--- src/rtl/rom_ddr_loader_if.sv ---
// HPS ioctl download bus and DDRAM Avalon write port bundled for the ROM loader.
// The slave modport is the loader's view; master is the HPS/DDRAM side.
interface rom_ddr_loader_if;
  logic        ioctl_download;
  logic [7:0]  ioctl_index;
  logic        ioctl_wr;
  logic [24:0] ioctl_addr;
  logic [7:0]  ioctl_dout;
  logic        ioctl_wait;
  logic        DDRAM_BUSY;
  logic [7:0]  DDRAM_BURSTCNT;
  logic [28:0] DDRAM_ADDR;
  logic [63:0] DDRAM_DIN;
  logic [7:0]  DDRAM_BE;
  logic        DDRAM_WE;
  logic        DDRAM_RD;

  modport slave (
    input  ioctl_download, ioctl_index, ioctl_wr, ioctl_addr, ioctl_dout, DDRAM_BUSY,
    output ioctl_wait, DDRAM_BURSTCNT, DDRAM_ADDR, DDRAM_DIN, DDRAM_BE, DDRAM_WE, DDRAM_RD
  );

  modport master (
    output ioctl_download, ioctl_index, ioctl_wr, ioctl_addr, ioctl_dout, DDRAM_BUSY,
    input  ioctl_wait, DDRAM_BURSTCNT, DDRAM_ADDR, DDRAM_DIN, DDRAM_BE, DDRAM_WE, DDRAM_RD
  );
endinterface

--- src/rtl/rom_ddr_loader.sv ---
// Packs the HPS ROM byte stream into 64-bit single-beat DDRAM writes, stalling
// the HPS while a write is outstanding and flushing the partial word at the end.
module rom_ddr_loader #(
  parameter logic [28:0] BASE_ADDR = 29'h0,
  parameter logic [7:0]  INDEX     = 8'd0
) (
  input  logic               clk_sys,
  input  logic               reset,
  rom_ddr_loader_if.slave    bus,
  output logic               busy,
  output logic               done
);

  typedef enum logic [1:0] {IDLE, LOAD, FLUSH, FINISH} state_t;

  state_t      state_q, state_d;
  logic [63:0] pk_data_q, pk_data_d;
  logic [7:0]  pk_be_q, pk_be_d;
  logic [28:0] pk_addr_q, pk_addr_d;
  logic        pk_valid_q, pk_valid_d;
  logic        wr_valid_q, wr_valid_d;
  logic [28:0] ddr_addr_q, ddr_addr_d;
  logic [63:0] ddr_din_q, ddr_din_d;
  logic [7:0]  ddr_be_q, ddr_be_d;

  logic        sel_idx, cap, same_word;
  logic [28:0] word;
  logic [2:0]  lane;
  logic [63:0] mg_data;
  logic [7:0]  mg_be;

  // A strobe arriving while a write is still pending breaks the HPS contract and is dropped
  assign sel_idx   = (bus.ioctl_index == INDEX);
  assign cap       = bus.ioctl_wr && bus.ioctl_download && sel_idx && !wr_valid_q;
  assign word      = BASE_ADDR + {7'd0, bus.ioctl_addr[24:3]};
  assign lane      = bus.ioctl_addr[2:0];
  assign same_word = pk_valid_q && (word == pk_addr_q);

  always_comb begin
    mg_data = same_word ? pk_data_q : '0;
    mg_be   = same_word ? pk_be_q   : '0;
    mg_data[{lane, 3'b000} +: 8] = bus.ioctl_dout;
    mg_be[lane] = 1'b1;
  end

  // Pack -> write stage transfer
  always_comb begin
    pk_data_d  = pk_data_q;
    pk_be_d    = pk_be_q;
    pk_addr_d  = pk_addr_q;
    pk_valid_d = pk_valid_q;
    wr_valid_d = wr_valid_q;
    ddr_addr_d = ddr_addr_q;
    ddr_din_d  = ddr_din_q;
    ddr_be_d   = ddr_be_q;
    if (wr_valid_q && !bus.DDRAM_BUSY)
      wr_valid_d = 1'b0;
    if (cap) begin
      if (pk_valid_q && !same_word) begin
        wr_valid_d = 1'b1;
        ddr_addr_d = pk_addr_q;
        ddr_din_d  = pk_data_q;
        ddr_be_d   = pk_be_q;
        pk_data_d  = mg_data;
        pk_be_d    = mg_be;
        pk_addr_d  = word;
        pk_valid_d = 1'b1;
      end else if (lane == 3'd7) begin
        wr_valid_d = 1'b1;
        ddr_addr_d = word;
        ddr_din_d  = mg_data;
        ddr_be_d   = mg_be;
        pk_data_d  = '0;
        pk_be_d    = '0;
        pk_valid_d = 1'b0;
      end else begin
        pk_data_d  = mg_data;
        pk_be_d    = mg_be;
        pk_addr_d  = word;
        pk_valid_d = 1'b1;
      end
    end else if (state_q == FLUSH && pk_valid_q && !wr_valid_q) begin
      wr_valid_d = 1'b1;
      ddr_addr_d = pk_addr_q;
      ddr_din_d  = pk_data_q;
      ddr_be_d   = pk_be_q;
      pk_data_d  = '0;
      pk_be_d    = '0;
      pk_valid_d = 1'b0;
    end
  end

  always_ff @(posedge clk_sys or posedge reset) begin
    if (reset) begin
      state_q    <= IDLE;
      pk_data_q  <= '0;
      pk_be_q    <= '0;
      pk_addr_q  <= '0;
      pk_valid_q <= 1'b0;
      wr_valid_q <= 1'b0;
      ddr_addr_q <= '0;
      ddr_din_q  <= '0;
      ddr_be_q   <= '0;
    end else begin
      state_q    <= state_d;
      pk_data_q  <= pk_data_d;
      pk_be_q    <= pk_be_d;
      pk_addr_q  <= pk_addr_d;
      pk_valid_q <= pk_valid_d;
      wr_valid_q <= wr_valid_d;
      ddr_addr_q <= ddr_addr_d;
      ddr_din_q  <= ddr_din_d;
      ddr_be_q   <= ddr_be_d;
    end
  end

  always_comb begin
    state_d = state_q;
    case (state_q)
      IDLE:    if (cap) state_d = LOAD;
      LOAD:    if (!bus.ioctl_download || !sel_idx) state_d = FLUSH;
      FLUSH:   if (!pk_valid_q && !wr_valid_q) state_d = FINISH;
      FINISH:  state_d = IDLE;
      default: state_d = IDLE;
    endcase
  end

  always_comb begin
    busy = (state_q != IDLE);
    done = (state_q == FINISH);
  end

  assign bus.ioctl_wait     = wr_valid_q;
  assign bus.DDRAM_WE       = wr_valid_q;
  assign bus.DDRAM_ADDR     = ddr_addr_q;
  assign bus.DDRAM_DIN      = ddr_din_q;
  assign bus.DDRAM_BE       = ddr_be_q;
  assign bus.DDRAM_BURSTCNT = 8'd1;
  assign bus.DDRAM_RD       = 1'b0;

endmodule

--- src/flat_wrapper.sv ---
// flat-port wrapper written by rule: the top's interface ports become plain ports
module rom_ddr_loader_flat 
#(
  parameter logic [28:0] BASE_ADDR = 29'h0,
  parameter logic [7:0]  INDEX     = 8'd0
)
  (clk_sys, reset, busy, done, bus_ioctl_download, bus_ioctl_index, bus_ioctl_wr, bus_ioctl_addr, bus_ioctl_dout, bus_DDRAM_BUSY, bus_ioctl_wait, bus_DDRAM_BURSTCNT, bus_DDRAM_ADDR, bus_DDRAM_DIN, bus_DDRAM_BE, bus_DDRAM_WE, bus_DDRAM_RD);
  rom_ddr_loader_if bus_i ();
  input  logic clk_sys;
  input  logic reset;
  output logic busy;
  output logic done;
  input wire logic [$bits(bus_i.ioctl_download)-1:0] bus_ioctl_download;
  input wire logic [$bits(bus_i.ioctl_index)-1:0] bus_ioctl_index;
  input wire logic [$bits(bus_i.ioctl_wr)-1:0] bus_ioctl_wr;
  input wire logic [$bits(bus_i.ioctl_addr)-1:0] bus_ioctl_addr;
  input wire logic [$bits(bus_i.ioctl_dout)-1:0] bus_ioctl_dout;
  input wire logic [$bits(bus_i.DDRAM_BUSY)-1:0] bus_DDRAM_BUSY;
  output wire logic [$bits(bus_i.ioctl_wait)-1:0] bus_ioctl_wait;
  output wire logic [$bits(bus_i.DDRAM_BURSTCNT)-1:0] bus_DDRAM_BURSTCNT;
  output wire logic [$bits(bus_i.DDRAM_ADDR)-1:0] bus_DDRAM_ADDR;
  output wire logic [$bits(bus_i.DDRAM_DIN)-1:0] bus_DDRAM_DIN;
  output wire logic [$bits(bus_i.DDRAM_BE)-1:0] bus_DDRAM_BE;
  output wire logic [$bits(bus_i.DDRAM_WE)-1:0] bus_DDRAM_WE;
  output wire logic [$bits(bus_i.DDRAM_RD)-1:0] bus_DDRAM_RD;
  assign bus_i.ioctl_download = bus_ioctl_download;
  assign bus_i.ioctl_index = bus_ioctl_index;
  assign bus_i.ioctl_wr = bus_ioctl_wr;
  assign bus_i.ioctl_addr = bus_ioctl_addr;
  assign bus_i.ioctl_dout = bus_ioctl_dout;
  assign bus_i.DDRAM_BUSY = bus_DDRAM_BUSY;
  assign bus_ioctl_wait = bus_i.ioctl_wait;
  assign bus_DDRAM_BURSTCNT = bus_i.DDRAM_BURSTCNT;
  assign bus_DDRAM_ADDR = bus_i.DDRAM_ADDR;
  assign bus_DDRAM_DIN = bus_i.DDRAM_DIN;
  assign bus_DDRAM_BE = bus_i.DDRAM_BE;
  assign bus_DDRAM_WE = bus_i.DDRAM_WE;
  assign bus_DDRAM_RD = bus_i.DDRAM_RD;
  rom_ddr_loader #(.BASE_ADDR(BASE_ADDR), .INDEX(INDEX)) u_core (.clk_sys(clk_sys), .reset(reset), .bus(bus_i), .busy(busy), .done(done));
endmodule
--- config.mk ---
export PLATFORM = sky130hd
export DESIGN_NAME = rom_ddr_loader_flat
export DESIGN_NICKNAME = d
export VERILOG_FILES = /design/src/rtl/rom_ddr_loader_if.sv /design/src/rtl/rom_ddr_loader.sv /design/src/flat_wrapper.sv
export SDC_FILE = /design/constraint.sdc
export NUM_CORES = 1
export LEC_CHECK = 0
export CAP_MARGIN = 5
export CORE_MARGIN = 4
export CORE_UTILIZATION = 50
export CTS_CLUSTER_SIZE = 16
export DETAILED_ROUTE_END_ITERATION = 10
export PLACE_DENSITY = 0.77
export REMOVE_ABC_BUFFERS = 1
export SYNTH_ARGS = -nofsm -noshare
export SYNTH_HDL_FRONTEND = slang
export SYNTH_SLANG_ARGS = --single-unit
--- constraint.sdc ---
create_clock -name clk_sys -period 15.6 [get_ports clk_sys]
set_input_delay 2.34 -clock clk_sys [delete_from_list [all_inputs] [get_ports clk_sys]]
set_output_delay 2.34 -clock clk_sys [all_outputs]
set_load 0.01 [all_outputs]
# == Word level (Yosys, flattened, before mapping) ==
# Index checks and enable logic that the tools add are counted.
# totals
ff_bits,206
latchBits,0
ram_bits,0
rom_bits,0
word_cells,89
mem_count,0
# classes
addsub,1
n_mul,0
div,0
order_cmp,2
n_eq_ne,10
shift,2
mux,40
bitwise,1
n_reduce_logical,24
# op_table
operator,count
2-to-1 mux 64 bit,9
2-to-1 mux 29 bit,6
2-to-1 mux 8 bit,9
bitwise mux 64 bit,1
variable shift 8 x 8 -> 64 bit (first input constant),1
variable part select 8 x 8 -> 64 bit,1
== test 22 x 29 -> 1 bit,1
logical AND 1 bit,10
2-to-1 mux 1 bit,10
zero test 8 bit,1
negation 6 -> 8 bit,1
bitwise OR 8 bit,1
case mux 2 bit (4 select lines),1
zero test 1 bit,6
2-to-1 mux 2 bit,3
inequality test 2 x 1 -> 1 bit (second input constant),3
== test 2 bit (second input constant),2
less-than comparator 3 x 4 -> 1 bit (second input constant),1
AND reduction 2 bit,2
nonzero test 2 bit,2
demux 1 bit (select 3 bit),1
== test 3 bit (second input constant),1
greater-or-equal comparator 3 x 1 -> 1 bit (second input constant),1
inequality test 3 bit (second input constant),1
5 further kinds,5

# == Longest topological paths before layout ==
# logic_depth
word_depth,8
mapped_depth,10
depth_no_buf,8

# == Worst setup path after synthesis ==
# No wires, ideal clock.
# synth_timing
kind,input-to-reg
startpoint,input bus_ioctl_addr[2]
endpoint,"register u_core.ddr_din_q[32], in the netlist u_core.bus.DDRAM_DIN[32]"
arrival_time_ps,4107
required_time_ps,15454
setup_slack_ps,11347
path_stages,8
path_buffers,2
path_cell_list,clkbuf_1 > inv_1 > ha_1 > clkbuf_1 > nor2b_1 > nand2_1 > a22oi_1 > o221ai_1
# synth_via
elab_chain_cells,6
elab_cells_between_ends,10
# synth_lines
element,line,source
start: declaration,flat_wrapper.sv:16,input wire logic [$bits(bus_i.ioctl_addr)-1:0] bus_ioctl_addr;
negation 6 -> 8 bit,rom_ddr_loader.sv:42,"mg_data[{lane, 3'b000} +: 8] = bus.ioctl_dout;"
variable part select 8 x 8 -> 64 bit or variable shift 8 x 8 -> 64 bit (tied branches),rom_ddr_loader.sv:42,
bitwise mux 64 bit,rom_ddr_loader.sv:42,
2-to-1 mux 64 bit,rom_ddr_loader.sv:68,end else if (lane == 3'd7) begin
2-to-1 mux 64 bit,rom_ddr_loader.sv:59,if (pk_valid_q && !same_word) begin
2-to-1 mux 64 bit,rom_ddr_loader.sv:58,if (cap) begin
end signal: assignment,rom_ddr_loader.sv:112,ddr_din_q <= ddr_din_d;
end: declaration,rom_ddr_loader.sv:23,"logic [63:0] ddr_din_q, ddr_din_d;"
# Several ways; a longest one is shown, not always the timed one. The select of a mux whose other input is x is not followed.
# A chain may end at the register's enable or synchronous reset.

# == Worst setup path after layout ==
# layout_timing
startpoint,input bus_ioctl_index[3]
endpoint,"register u_core.ddr_din_q[40], in the netlist u_core.bus.DDRAM_DIN[40]"
# layout_via
elab_chain_cells,5
elab_cells_between_ends,7
# layout_lines
element,line,source
start: declaration,flat_wrapper.sv:14,input wire logic [$bits(bus_i.ioctl_index)-1:0] bus_ioctl_index;
zero test 8 bit *,rom_ddr_loader.sv:33,assign sel_idx = (bus.ioctl_index == INDEX);
logical AND 1 bit * (2 in series),rom_ddr_loader.sv:34,assign cap = bus.ioctl_wr && bus.ioctl_download && sel_idx && !wr_valid_q;
inequality test 3 bit (no source line) or nonzero test 2 bit (tied branches),-,
AND reduction 2 bit (no source line),-,
# Every way passes the cells marked *; elsewhere a longest branch is shown, timed or not.

==> metrics.cfg <==
[run_status]
status = finished clean

[pwr]
ir_worst_vdd_mv = 0.0855
leakage_nw = 4.70
powerDensity_nw_per_um2 = 107

[drt]
drc = 0
via_per_inst = 5.85
drtIter0Drc = 672
wl_per_cell_um = 20.1
drtAntennaViolNets = 0
wirelength_mm = 23.1
vias = 6715
dr.pass1.iters = 5

[sta]
layout_setup_ws_ps = 10000
rsz0062_at_grt = false
hold_viol = 0
tightest_slew_ps = 1050
period_share = 0.359
setup_tns_ps = 0
holdWs_ps = 488
finalClockSkew_ps = 9.43
relSlewSlack = 0.301
setup_viol = 0
fmax_mhz = 178
period_needed_ps = 5600
slew_viol_final = 0

[critical_path]
r2r_cells = 7
rr_endpoint = u_core.bus.DDRAM_DIN[40]$_DFFE_PP0P_
worstPathArrival_ps = 5930
r2r_setup_slack_ps = 11930
cp.required_ps = 15930
critPathKind = input pin to register
crit_fanout = 66
r2r_start = u_core.bus.DDRAM_WE$_DFF_PP0_
critPathCaptureType = register
startpoint_type = input pin

[place]
gp_congestion = 0.832
portBuffers = 143
dp_hpwl_mm = 14.6
dp_slack_ps = 9610

[floorplanning]
rows = 47
die_h_um = 139
ioPinCount = 160
die-area_um2 = 19400
core_area_um2 = 16800
die_w_um = 139
start_util = 0.514

[min_path]
worstHoldPathCells = 1
holdCritStartpoint = u_core.pk_be_q[3]$_DFFE_PP0P_
min_path_type = register to register
holdPathEnd = u_core.pk_be_q[3]$_DFFE_PP0P_

[final_layout]
syn_to_final_growth_pct = 25.0
final_nets = 970
layout-drive-gt1-share = 0.0862
diodes = 0

[clocking]
clockBufferDepth = 2
cts_setup_buffers = 0
worstSkewPairLatency_ps = 430
postCtsResizedCells = 0
htreeDepth = 4
cts_tree = built
path_clk_slew_ps = 60
cts_sinks = 192
hold_buffers = 0
numCtsBuffers = 17
clockRootBuffer = clkbuf_16

[grt]
grt_max_degree = 110
grt_pass1_vias = 6468
gr-total-overflow = 0
antenna_found_initial = 0
grt_usage = 0.236
grt_pass1_wl_mm = 36.4

[logic_synthesis]
yosys.area.top_type_share = 0.557
ys_seq_area_frac = 0.557
synth.distinct_cells = 47
synth_xor_xnor_area_share = 0.0224
yosys_warnings = 0
ys.flop_type = dfrtp_1
synth-async-reset-ratio = 1.00
synth_edf_count = 0
ys_top_cells_by_area = dfrtp_1, o2bb2ai_1, o221ai_1
mappedNetlistArea_um2 = 8620
yosysMostFrequentCell = dfrtp_1
synthCells = 789
ys_top_cells_by_count = dfrtp_1, nand2_1, o2bb2ai_1, inv_1, o221ai_1
syn_avg_cell_area_um2 = 10.9
synth_top_area_cell = dfrtp_1
yosys.area_share.simple = 0.132
synth_top_family_by_area = compound AO/OA/AOI/OAI gates
synth-compound-area-share = 0.178
synth_seq_cells = 192
synthMuxAreaShare = 0.0324
synth_fa_ha_area_frac = 0.0131

[flow_run]
cap_violations = 0

==> power by group <==
part / switching, mW / internal (mW) / leakage, nW / total, mW
logic: 0.0781 / 0.0762 / 2.02 / 0.154
clock network: 0.192 / 0.262 / 0.285 / 0.453
registers: 0.0178 / 0.522 / 2.39 / 0.540
==> worst max-delay path, stage by stage <==
cell	delay, ps
clkdlybuf4s50_1	410
nor4_2	320
nand4_1	580
nand4b_1	450
o21ai_4	820
buf_4	730
nand2_1	140
o221ai_1	110
==> logic make-up after synthesis <==
family,after synthesis
simple gates,245
flops,192
compound gates,172
buf+inv,122
mux,25
xor+xnor,22
fa+ha+maj,9
other cells,2
==> layer usage <==
layer | vias up | wire (um) | GRT usage
met1 | 3316 | 10600 | 0.350
li1 | 3061 | - | -
met2 | 308 | 10600 | 0.355
met4 | 0 | 362 | 0.0597
met5 | - | 0 | 0
met3 | 30 | 1530 | 0.0515
==> state kept, by name, indices dropped and copies added, names as in the netlist <==
| name | cells |
|---|---|
| u_core.pk_be_q | 8 |
| u_core.bus.DDRAM_ADDR | 22 |
| u_core.state_q | 2 |
| u_core.bus.DDRAM_WE | 1 |
| u_core.pk_addr_q | 22 |
| u_core.pk_data_q | 64 |
| u_core.bus.DDRAM_DIN | 64 |
| u_core.pk_valid_q | 1 |
| u_core.bus.DDRAM_BE | 8 |
==> how the worst max path moves through the flow <==
stage / from / endpoint / cells after the start
after floorplan: reset / u_core.bus.DDRAM_ADDR[0]$_DFFE_PP0P_ / 1
after global placement: bus_ioctl_index[1] / u_core.bus.DDRAM_DIN[58]$_DFFE_PP0P_ / 8
after detailed placement: bus_ioctl_index[1] / u_core.bus.DDRAM_DIN[35]$_DFFE_PP0P_ / 8
after CTS: bus_ioctl_index[1] / u_core.bus.DDRAM_DIN[40]$_DFFE_PP0P_ / 8
after global routing: bus_ioctl_index[1] / u_core.bus.DDRAM_DIN[39]$_DFFE_PP0P_ / 8
final: bus_ioctl_index[3] / u_core.bus.DDRAM_DIN[40]$_DFFE_PP0P_ / 8
==> cell usage in the layout, fill, tap and decap left out, types with 4 or more instances in the layout <==
cell type and n:
o21ai_4 9, clkdlybuf4s50_1 143, nor3_1 4, buf_4 6, xor2_1 22, a22o_1 11, nor2_1 17, ha_1 9
inv_1 65, o2bb2ai_1 67, mux2_2 23, conb_1 16, clkinvlp_4 5, o221ai_1 56, clkbuf_16 17, a22oi_1 6
nand4_1 24, nand2_1 126, nand3_1 49, o21ai_0 5, nor4_1 6, dfrtp_1 192
==> stage by stage <==
step	instances	util	total power [mW]	area, um^2
2_1_floorplan	747	-	0.621	8370
3_3_place_gp	1116	0.606	0.700	10200
3_5_place_dp	1116	0.606	0.702	10200
4_1_cts	1148	0.643	1.15	10800
5_1_grt	1148	0.643	1.19	10800
6_report	1148	0.643	1.15	10800
==> final cells by class <==
cell class | count | area [um^2]
tap | 220 | 275
fill | 1341 | 5990
inverter | 66 | 253
clock inverter | 12 | 159
timing repair buffer | 149 | 1480
clock buffer | 20 | 457
multi-input combinational | 489 | 3350
sequential | 192 | 4800
(Power assumes the default switching activity.)
